==> config.mk <==
export PLATFORM = sky130hd
export DESIGN_NAME = rxecrc_flat
export DESIGN_NICKNAME = d
export VERILOG_FILES = /design/src/rtl/rxecrc_pkg.sv /design/src/rtl/rxecrc_if.sv /design/src/rtl/rxecrc_nibble_delay8.sv /design/src/rtl/rxecrc.sv /design/src/flat_wrapper.sv
export SDC_FILE = /design/constraint.sdc
export NUM_CORES = 1
export LEC_CHECK = 0
export BUFFER_PORTS_ARGS = -buffer_cell sky130_fd_sc_hd__buf_4
export CAP_MARGIN = 20
export CORE_MARGIN = 10
export CORE_UTILIZATION = 50
export CTS_CLUSTER_SIZE = 25
export DETAILED_ROUTE_END_ITERATION = 12
export HOLD_SLACK_MARGIN = 0.15
export MAX_ROUTING_LAYER = met4
export PLACE_DENSITY = 0.75
export SLEW_MARGIN = 10
export SYNTH_ARGS = -nofsm -noshare
export SYNTH_HDL_FRONTEND = slang
export SYNTH_SLANG_ARGS = --single-unit
==> constraint.sdc <==
create_clock -name i_clk -period 4.3 [get_ports i_clk]
set_clock_uncertainty 0.1 [all_clocks]
set_input_delay 0.215 -clock i_clk [delete_from_list [all_inputs] [get_ports i_clk]]
set_output_delay 0.215 -clock i_clk [all_outputs]
set_load 0.05 [all_outputs]
==> src/rtl/rxecrc_pkg.sv <==
// ----------------------------------------------------------------------------
// rxecrc_pkg
//   Shared Ethernet CRC definitions used by both the TX CRC inserter and the
//   RX CRC checker. Both sides use the same update function, so their tables
//   cannot drift apart.
//   Contents:
//     NIB_W, DLY_DEPTH         - nibble width and FCS length in nibbles
//     CRC32_POLY/INIT/RESIDUE  - reflected CRC-32 constants
//     crc32_nibble()           - one-nibble reflected CRC-32 update
// ----------------------------------------------------------------------------
package rxecrc_pkg;

    localparam int          NIB_W         = 4;
    localparam int          DLY_DEPTH     = 8;

    localparam logic [31:0] CRC32_POLY    = 32'hedb88320;
    localparam logic [31:0] CRC32_INIT    = 32'hffffffff;
    localparam logic [31:0] CRC32_RESIDUE = 32'hdebb20e3;

    // The low five bits of POLY are zero. Because of that, the four
    // single-bit steps fold into four independent shifted copies of POLY,
    // with no cross terms between them.
    function automatic logic [31:0] crc32_nibble(input logic [31:0]      crc,
                                                 input logic [NIB_W-1:0] d,
                                                 input logic [31:0]      poly);
        logic [3:0]  low;
        logic [31:0] nxt;
        // NOTE: blocking '=' is right in combinational code; each line uses
        // the value just computed. Registers take '<=' in always_ff only.
        low = crc[3:0] ^ d;
        nxt = crc >> 4;
        if (low[0]) nxt = nxt ^ (poly >> 3);
        if (low[1]) nxt = nxt ^ (poly >> 2);
        if (low[2]) nxt = nxt ^ (poly >> 1);
        if (low[3]) nxt = nxt ^ poly;
        return nxt;
    endfunction

endpackage

==> src/rtl/rxecrc_if.sv <==
// ----------------------------------------------------------------------------
// rxecrc_if
//   Nibble-stream bundle between the RX deframer side and the CRC checker.
//   i_ce, i_en, i_cancel, i_v, i_d : toward the checker
//   o_v, o_d, o_done, o_err        : from the checker
//   master = stimulus / upstream side, slave = rxecrc
// ----------------------------------------------------------------------------
interface rxecrc_if;
    import rxecrc_pkg::*;

    logic             i_ce;
    logic             i_en;
    logic             i_cancel;
    logic             i_v;
    logic [NIB_W-1:0] i_d;
    logic             o_v;
    logic [NIB_W-1:0] o_d;
    logic             o_done;
    logic             o_err;

    modport master (
        output i_ce, i_en, i_cancel, i_v, i_d,
        input  o_v, o_d, o_done, o_err
    );

    modport slave (
        input  i_ce, i_en, i_cancel, i_v, i_d,
        output o_v, o_d, o_done, o_err
    );

endinterface

==> src/rtl/rxecrc_nibble_delay8.sv <==
// ----------------------------------------------------------------------------
// rxecrc_nibble_delay8
//   8-deep nibble shift register with a saturating fill counter (0..8).
//   It holds back the trailing FCS nibbles until the frame is known to
//   continue.
//   i_clk, i_reset_n : clock, async active-low reset
//   i_ce             : clock enable
//   i_clear          : drop contents (fill -> 0); has priority over i_push
//   i_push, i_d      : shift a nibble in
//   o_oldest         : nibble pushed 8 pushes ago (valid when o_full)
//   o_full           : fill == 8
// ----------------------------------------------------------------------------
module rxecrc_nibble_delay8
    import rxecrc_pkg::*;
(
    input  logic             i_clk,
    input  logic             i_reset_n,
    input  logic             i_ce,
    input  logic             i_clear,
    input  logic             i_push,
    input  logic [NIB_W-1:0] i_d,
    output logic [NIB_W-1:0] o_oldest,
    output logic             o_full
);

    localparam logic [3:0] FILL_MAX = 4'(DLY_DEPTH);

    logic [NIB_W-1:0] sr_q [DLY_DEPTH];
    logic [3:0]       fill_q, fill_d;

    always_comb begin
        fill_d = fill_q;
        if (i_clear)
            fill_d = '0;
        else if (i_push && fill_q != FILL_MAX)
            fill_d = fill_q + 4'd1;
    end

    // NOTE: the shift register is small and its contents are defined to be
    // cleared by reset, so it is reset here. Large RAM-style memories would
    // normally be left unreset and qualified by the fill count instead.
    always_ff @(posedge i_clk or negedge i_reset_n) begin
        if (!i_reset_n) begin
            for (int i = 0; i < DLY_DEPTH; i++) sr_q[i] <= '0;
            fill_q <= '0;
        end else if (i_ce) begin
            fill_q <= fill_d;
            if (i_push && !i_clear) begin
                sr_q[0] <= i_d;
                for (int i = 1; i < DLY_DEPTH; i++) sr_q[i] <= sr_q[i-1];
            end
        end
    end

    assign o_oldest = sr_q[DLY_DEPTH-1];
    assign o_full   = (fill_q == FILL_MAX);

endmodule

==> src/rtl/rxecrc.sv <==
// ----------------------------------------------------------------------------
// rxecrc
//   RX CRC-32 checker and FCS stripper for a low-nibble-first nibble stream.
//   With i_en=1 it delays payload by 8 nibbles, so the FCS never reaches the
//   output. At frame end it strobes o_done, and o_err on a bad CRC or a runt
//   frame. With i_en=0 it passes nibbles through with 1-cycle latency.
//   i_clk, i_reset_n : clock, async active-low reset
//   bus (slave)      : i_ce/i_en/i_cancel/i_v/i_d in, o_v/o_d/o_done/o_err out
// ----------------------------------------------------------------------------
module rxecrc
    import rxecrc_pkg::*;
#(
    parameter logic [31:0] INIT    = CRC32_INIT,
    parameter logic [31:0] RESIDUE = CRC32_RESIDUE,
    parameter logic [31:0] POLY    = CRC32_POLY
) (
    input  logic  i_clk,
    input  logic  i_reset_n,
    rxecrc_if.slave bus
);

    localparam logic [0:0] ST_IDLE = 1'b0;
    localparam logic [0:0] ST_BUSY = 1'b1;

    logic [0:0]       state_q, state_d;
    logic [31:0]      crc_q,   crc_d;
    logic             ov_q,    ov_d;
    logic [NIB_W-1:0] od_q,    od_d;
    logic             done_q,  done_d;
    logic             err_q,   err_d;

    logic             dly_push, dly_clear, dly_full;
    logic [NIB_W-1:0] dly_oldest;

    rxecrc_nibble_delay8 u_dly (
        .i_clk     (i_clk),
        .i_reset_n (i_reset_n),
        .i_ce      (bus.i_ce),
        .i_clear   (dly_clear),
        .i_push    (dly_push),
        .i_d       (bus.i_d),
        .o_oldest  (dly_oldest),
        .o_full    (dly_full)
    );

    always_comb begin
        // NOTE: every output of this block gets a default first, so no path
        // leaves a variable unassigned and no latch is inferred.
        state_d   = state_q;
        crc_d     = crc_q;
        ov_d      = 1'b0;
        od_d      = od_q;
        done_d    = 1'b0;
        err_d     = 1'b0;
        dly_push  = 1'b0;
        dly_clear = 1'b0;

        if (bus.i_cancel) begin
            // Abort: silent return to IDLE, no end-of-frame strobes.
            crc_d     = INIT;
            dly_clear = 1'b1;
            state_d   = ST_IDLE;
        end else if (bus.i_v) begin
            dly_push = 1'b1;
            crc_d    = crc32_nibble((state_q == ST_IDLE) ? INIT : crc_q,
                                    bus.i_d, POLY);
            state_d  = ST_BUSY;
            if (!bus.i_en) begin
                ov_d = 1'b1;
                od_d = bus.i_d;
            end else if (dly_full) begin
                // Any nibble with 8 more behind it cannot be FCS.
                ov_d = 1'b1;
                od_d = dly_oldest;
            end
        end else if (state_q == ST_BUSY) begin
            // End of frame: the 8 buffered nibbles are the FCS and are dropped.
            done_d    = 1'b1;
            err_d     = bus.i_en && (!dly_full || crc_q != RESIDUE);
            crc_d     = INIT;
            dly_clear = 1'b1;
            state_d   = ST_IDLE;
        end
    end

    always_ff @(posedge i_clk or negedge i_reset_n) begin
        if (!i_reset_n) begin
            state_q <= ST_IDLE;
            crc_q   <= INIT;
            ov_q    <= 1'b0;
            od_q    <= '0;
            done_q  <= 1'b0;
            err_q   <= 1'b0;
        end else if (bus.i_ce) begin
            state_q <= state_d;
            crc_q   <= crc_d;
            ov_q    <= ov_d;
            od_q    <= od_d;
            done_q  <= done_d;
            err_q   <= err_d;
        end
    end

    assign bus.o_v    = ov_q;
    assign bus.o_d    = od_q;
    assign bus.o_done = done_q;
    assign bus.o_err  = err_q;

endmodule

==> src/flat_wrapper.sv <==
// flat-port wrapper written by rule: the top's interface ports become plain ports
module rxecrc_flat import rxecrc_pkg::*;
#(
    parameter logic [31:0] INIT    = CRC32_INIT,
    parameter logic [31:0] RESIDUE = CRC32_RESIDUE,
    parameter logic [31:0] POLY    = CRC32_POLY
)
  (i_clk, i_reset_n, bus_i_ce, bus_i_en, bus_i_cancel, bus_i_v, bus_i_d, bus_o_v, bus_o_d, bus_o_done, bus_o_err);
  rxecrc_if bus_i ();
  input  logic i_clk;
  input  logic i_reset_n;
  input wire logic [$bits(bus_i.i_ce)-1:0] bus_i_ce;
  input wire logic [$bits(bus_i.i_en)-1:0] bus_i_en;
  input wire logic [$bits(bus_i.i_cancel)-1:0] bus_i_cancel;
  input wire logic [$bits(bus_i.i_v)-1:0] bus_i_v;
  input wire logic [$bits(bus_i.i_d)-1:0] bus_i_d;
  output wire logic [$bits(bus_i.o_v)-1:0] bus_o_v;
  output wire logic [$bits(bus_i.o_d)-1:0] bus_o_d;
  output wire logic [$bits(bus_i.o_done)-1:0] bus_o_done;
  output wire logic [$bits(bus_i.o_err)-1:0] bus_o_err;
  assign bus_i.i_ce = bus_i_ce;
  assign bus_i.i_en = bus_i_en;
  assign bus_i.i_cancel = bus_i_cancel;
  assign bus_i.i_v = bus_i_v;
  assign bus_i.i_d = bus_i_d;
  assign bus_o_v = bus_i.o_v;
  assign bus_o_d = bus_i.o_d;
  assign bus_o_done = bus_i.o_done;
  assign bus_o_err = bus_i.o_err;
  rxecrc #(.INIT(INIT), .RESIDUE(RESIDUE), .POLY(POLY)) u_core (.i_clk(i_clk), .i_reset_n(i_reset_n), .bus(bus_i));
endmodule
==> run summary <==
Drt wl/cell: 17.0 µm
Starting density of the core: 51.1%
Final min period: 2.42 ns
Critical path arrival: 2.60 ns
Total track usage: 13.5%
Share of cells above drive strength 1: 32.3%
RSZ-0062 raised after global routing: no
Yosys top cell area share: 30.0%
Yosys Warn Count: 0
Unique masters post-synth: 41
Setup violators final: 0
CP endpoint kind: flip-flop
Pre-antenna DRT Iters: 4
Post-synthesis cell count: 295
Hpwl dp: 4.74 mm
Most used DFF post-synth: dfrtp_1
Count leader, synth: dfrtp_1
Grt ovf: 0
Worst setup SP type: input pin
Clock Path Buffers: 2
Routed Antenna Nets: 0
Die span in x: 106 µm
First-pass GRT wire length: 11.9 mm
# port buffers: 16
Largest cells by area after synthesis: dfrtp_1 30%, dfstp_2 23%, mux2_2 8.9%
Slew headroom: 37.7%
Sequential cell fraction of total power: 48.7%
Outcome: finished clean
Asr flop ratio synth: 100%
Largest net degree at the start of global routing: 77
CTS buffer count: 9
Post-synthesis register bit count: 76
Net Count, Synth: 307
Vias: 2,257
Fmax: 0.413 GHz
Post-Syn Area: 3670 µm²
Number of synthesized flops with an enable pin: 0
WP data required: 4.47 ns
Max Slew Vio Count: 0
Syn Area/Cell: 12.4 µm²
Ant diodes: 0
Final WL: 7.10 mm
Worst-Margin Slew: 0.935 ns
Placed Cells: 394
Worst setup path class: in2reg
Number of fill cells: 593
Pwr dens: 493 nW/µm²
Internal power: 1.52 mW
RR Endpoint: u_core.crc_q[20]
Reg2Reg Depth: 5
Sw Share: 26.2%
Die H: 106 µm
Post-synth top area cell: dfrtp_1
WHS Path Cells: 3
Max H-tree Level: 3
Synth cell count leaders: 44 x dfrtp_1, 35 x nor2_1, 33 x xnor2_1
Initial antenna violation count: 0
Worst-skew pair later-pin latency: 0.34 ns
Reg2reg setup slack: 2.09 ns
# Max-Cap Violations: 0
Core Footprint: 7180 µm²
Setup tns final: 0 ns
Comb power frac: 19.0%
CP Max Fanout: 41
Hold endpoint: u_core.crc_q[1]
CTS tree: done
Layout area overhead: 13.7%
CTS Sinks: 76
Hold Violations, Final: 0
Root Driver: clkbuf_8
Reg2reg start: u_core.state_q
Worst Hold Class: in2reg
DIE AREA: 11,200 µm²
Final period util: 56.3%
Clk network pwr share: 32.3%
IO Pins: 17
Nets: 326
Worst-path clk slew: 0.08 ns
Site row count: 31
NetSw: 0.539 mW
Vias in the first global route: 2,315
Final Non-Filler Cells: 418
Hold path start: bus_i_v
Vias per std cell: 5.40
Post-CTS Setup Bufs: 0
Leak pwr: 1.67 nW
DRT iter0 DRCs: 75
Worst VDD drop: 0.260 mV
Sequential area share after synthesis: 53.0%
Routability congestion estimate: 0.872
# DRC: 0
==> kinds of logic after synthesis <==
family	after synthesis	share of synthesized area (%)
adders and majority gates	2	0.682
AOI/OAI and AO/OA	52	11.5
and+or+nand+nor	57	7.54
muxes	36	10.9
DFF	76	53.0
xor gates and xnor gates	44	13.1
buffers and inverters	28	3.38
==> what timing repair did <==
action | in CTS | in global routing
hold buffers | 8 | 0
hold endpoints to repair | 58 | 0
resized for setup | 0 | 0
==> state kept, by name (all words and copies together), names as in the netlist <==
signal                 count
u_core.u_dly.sr_q         28
u_core.bus.o_done          1
u_core.bus.o_d             4
u_core.u_dly.o_oldest      4
u_core.bus.o_err           1
u_core.u_dly.fill_q        4
u_core.bus.o_v             1
u_core.state_q             1
u_core.crc_q              32
==> critical path, stage by stage <==
cell and delay [ns]:
dlygate4sd3_1 0.53, buf_4 0.18, nor2b_1 0.21, nand2_2 0.30, buf_4 0.41, a21oi_1 0.52
nor2_1 0.08, a21oi_1 0.13
==> through the flow <==
| stage | setup WS [ns] | cell area, µm² | util, % | hold slack, ns | total power [mW] |
|---|---|---|---|---|---|
| finish | 1.88 | 4170 | 58.1 | 0.202 | 2.06 |
| global route | 1.66 | 4170 | 58.1 | 0.198 | 2.16 |
| CTS | 1.89 | 4170 | 58.1 | 0.185 | 2.07 |
| detailed placement | 2.07 | 3840 | 53.5 | 0.306 | 1.40 |
| global placement | 2.12 | 3840 | 53.5 | 0.307 | 1.38 |
| floorplan | 2.49 | 3670 | - | -0.181 | 1.29 |
==> power groups by stage <==
| stage | combinational [mW] | clock [mW] | sequential [mW] |
|---|---|---|---|
| after floorplan | 0.278 | 0 | 1.01 |
| after global placement | 0.377 | 0 | 1.00 |
| after detailed placement | 0.388 | 0 | 1.01 |
| after CTS | 0.396 | 0.678 | 1.00 |
| after global routing | 0.425 | 0.712 | 1.03 |
| final | 0.391 | 0.665 | 1.00 |
==> routing by layer <==
metal  vias up  global-route usage, %  wire length, µm
li1       1074                      -                -
met1      1136                   16.2             3130
met2        38                   21.4             3600
met3         9                   3.35              258
met4         0                   5.42              107
met5         -                      -                0
==> layout make-up <==
cell class	instances	area, µm²	share of cell area [%]
timing repair buffer	26	215	5.16
multi-input combinational	191	1600	38.5
tap	99	124	2.97
clock inverter	6	111	2.67
clock buffer	10	138	3.30
sequential	76	1940	46.6
inverter	10	37.5	0.900
==> how the worst max path moves through the flow <==
| stage | end | cells past startpoint | startpoint |
|---|---|---|---|
| 2_1_floorplan | u_core.crc_q[19] | 5 | u_core.crc_q[3] |
| 3_3_place_gp | u_core.bus.o_d[3] | 7 | bus_i_ce |
| 3_5_place_dp | u_core.bus.o_d[0] | 7 | bus_i_ce |
| 4_1_cts | u_core.bus.o_d[0] | 8 | bus_i_ce |
| 5_1_grt | u_core.bus.o_d[0] | 8 | bus_i_ce |
| 6_report | u_core.bus.o_d[0] | 8 | bus_i_ce |
==> placed cells by master (no fill, tap or decap), types with 2 or more instances in the layout <==
| cell type | count |
|---|---|
| xnor2_1 | 33 |
| clkbuf_8 | 10 |
| nand3_1 | 2 |
| xnor3_1 | 2 |
| o32a_1 | 4 |
| a21o_1 | 3 |
| dfrtp_1 | 44 |
| nand2b_1 | 2 |
| nand4b_1 | 4 |
| xor2_1 | 4 |
| nor4_1 | 2 |
| mux2i_1 | 4 |
| o21ai_0 | 2 |
| dlygate4sd3_1 | 8 |
| a21oi_1 | 7 |
| buf_4 | 18 |
| ha_1 | 2 |
| nand4_1 | 3 |
| nor2_1 | 35 |
| nor2b_1 | 2 |
| dfstp_2 | 32 |
| o22a_1 | 32 |
| mux2_1 | 3 |
| inv_1 | 9 |
| xor3_2 | 2 |
| mux2_2 | 29 |
| bufinv_16 | 3 |
| o31ai_1 | 2 |
Note: power is estimated with default switching activity, not from simulation.
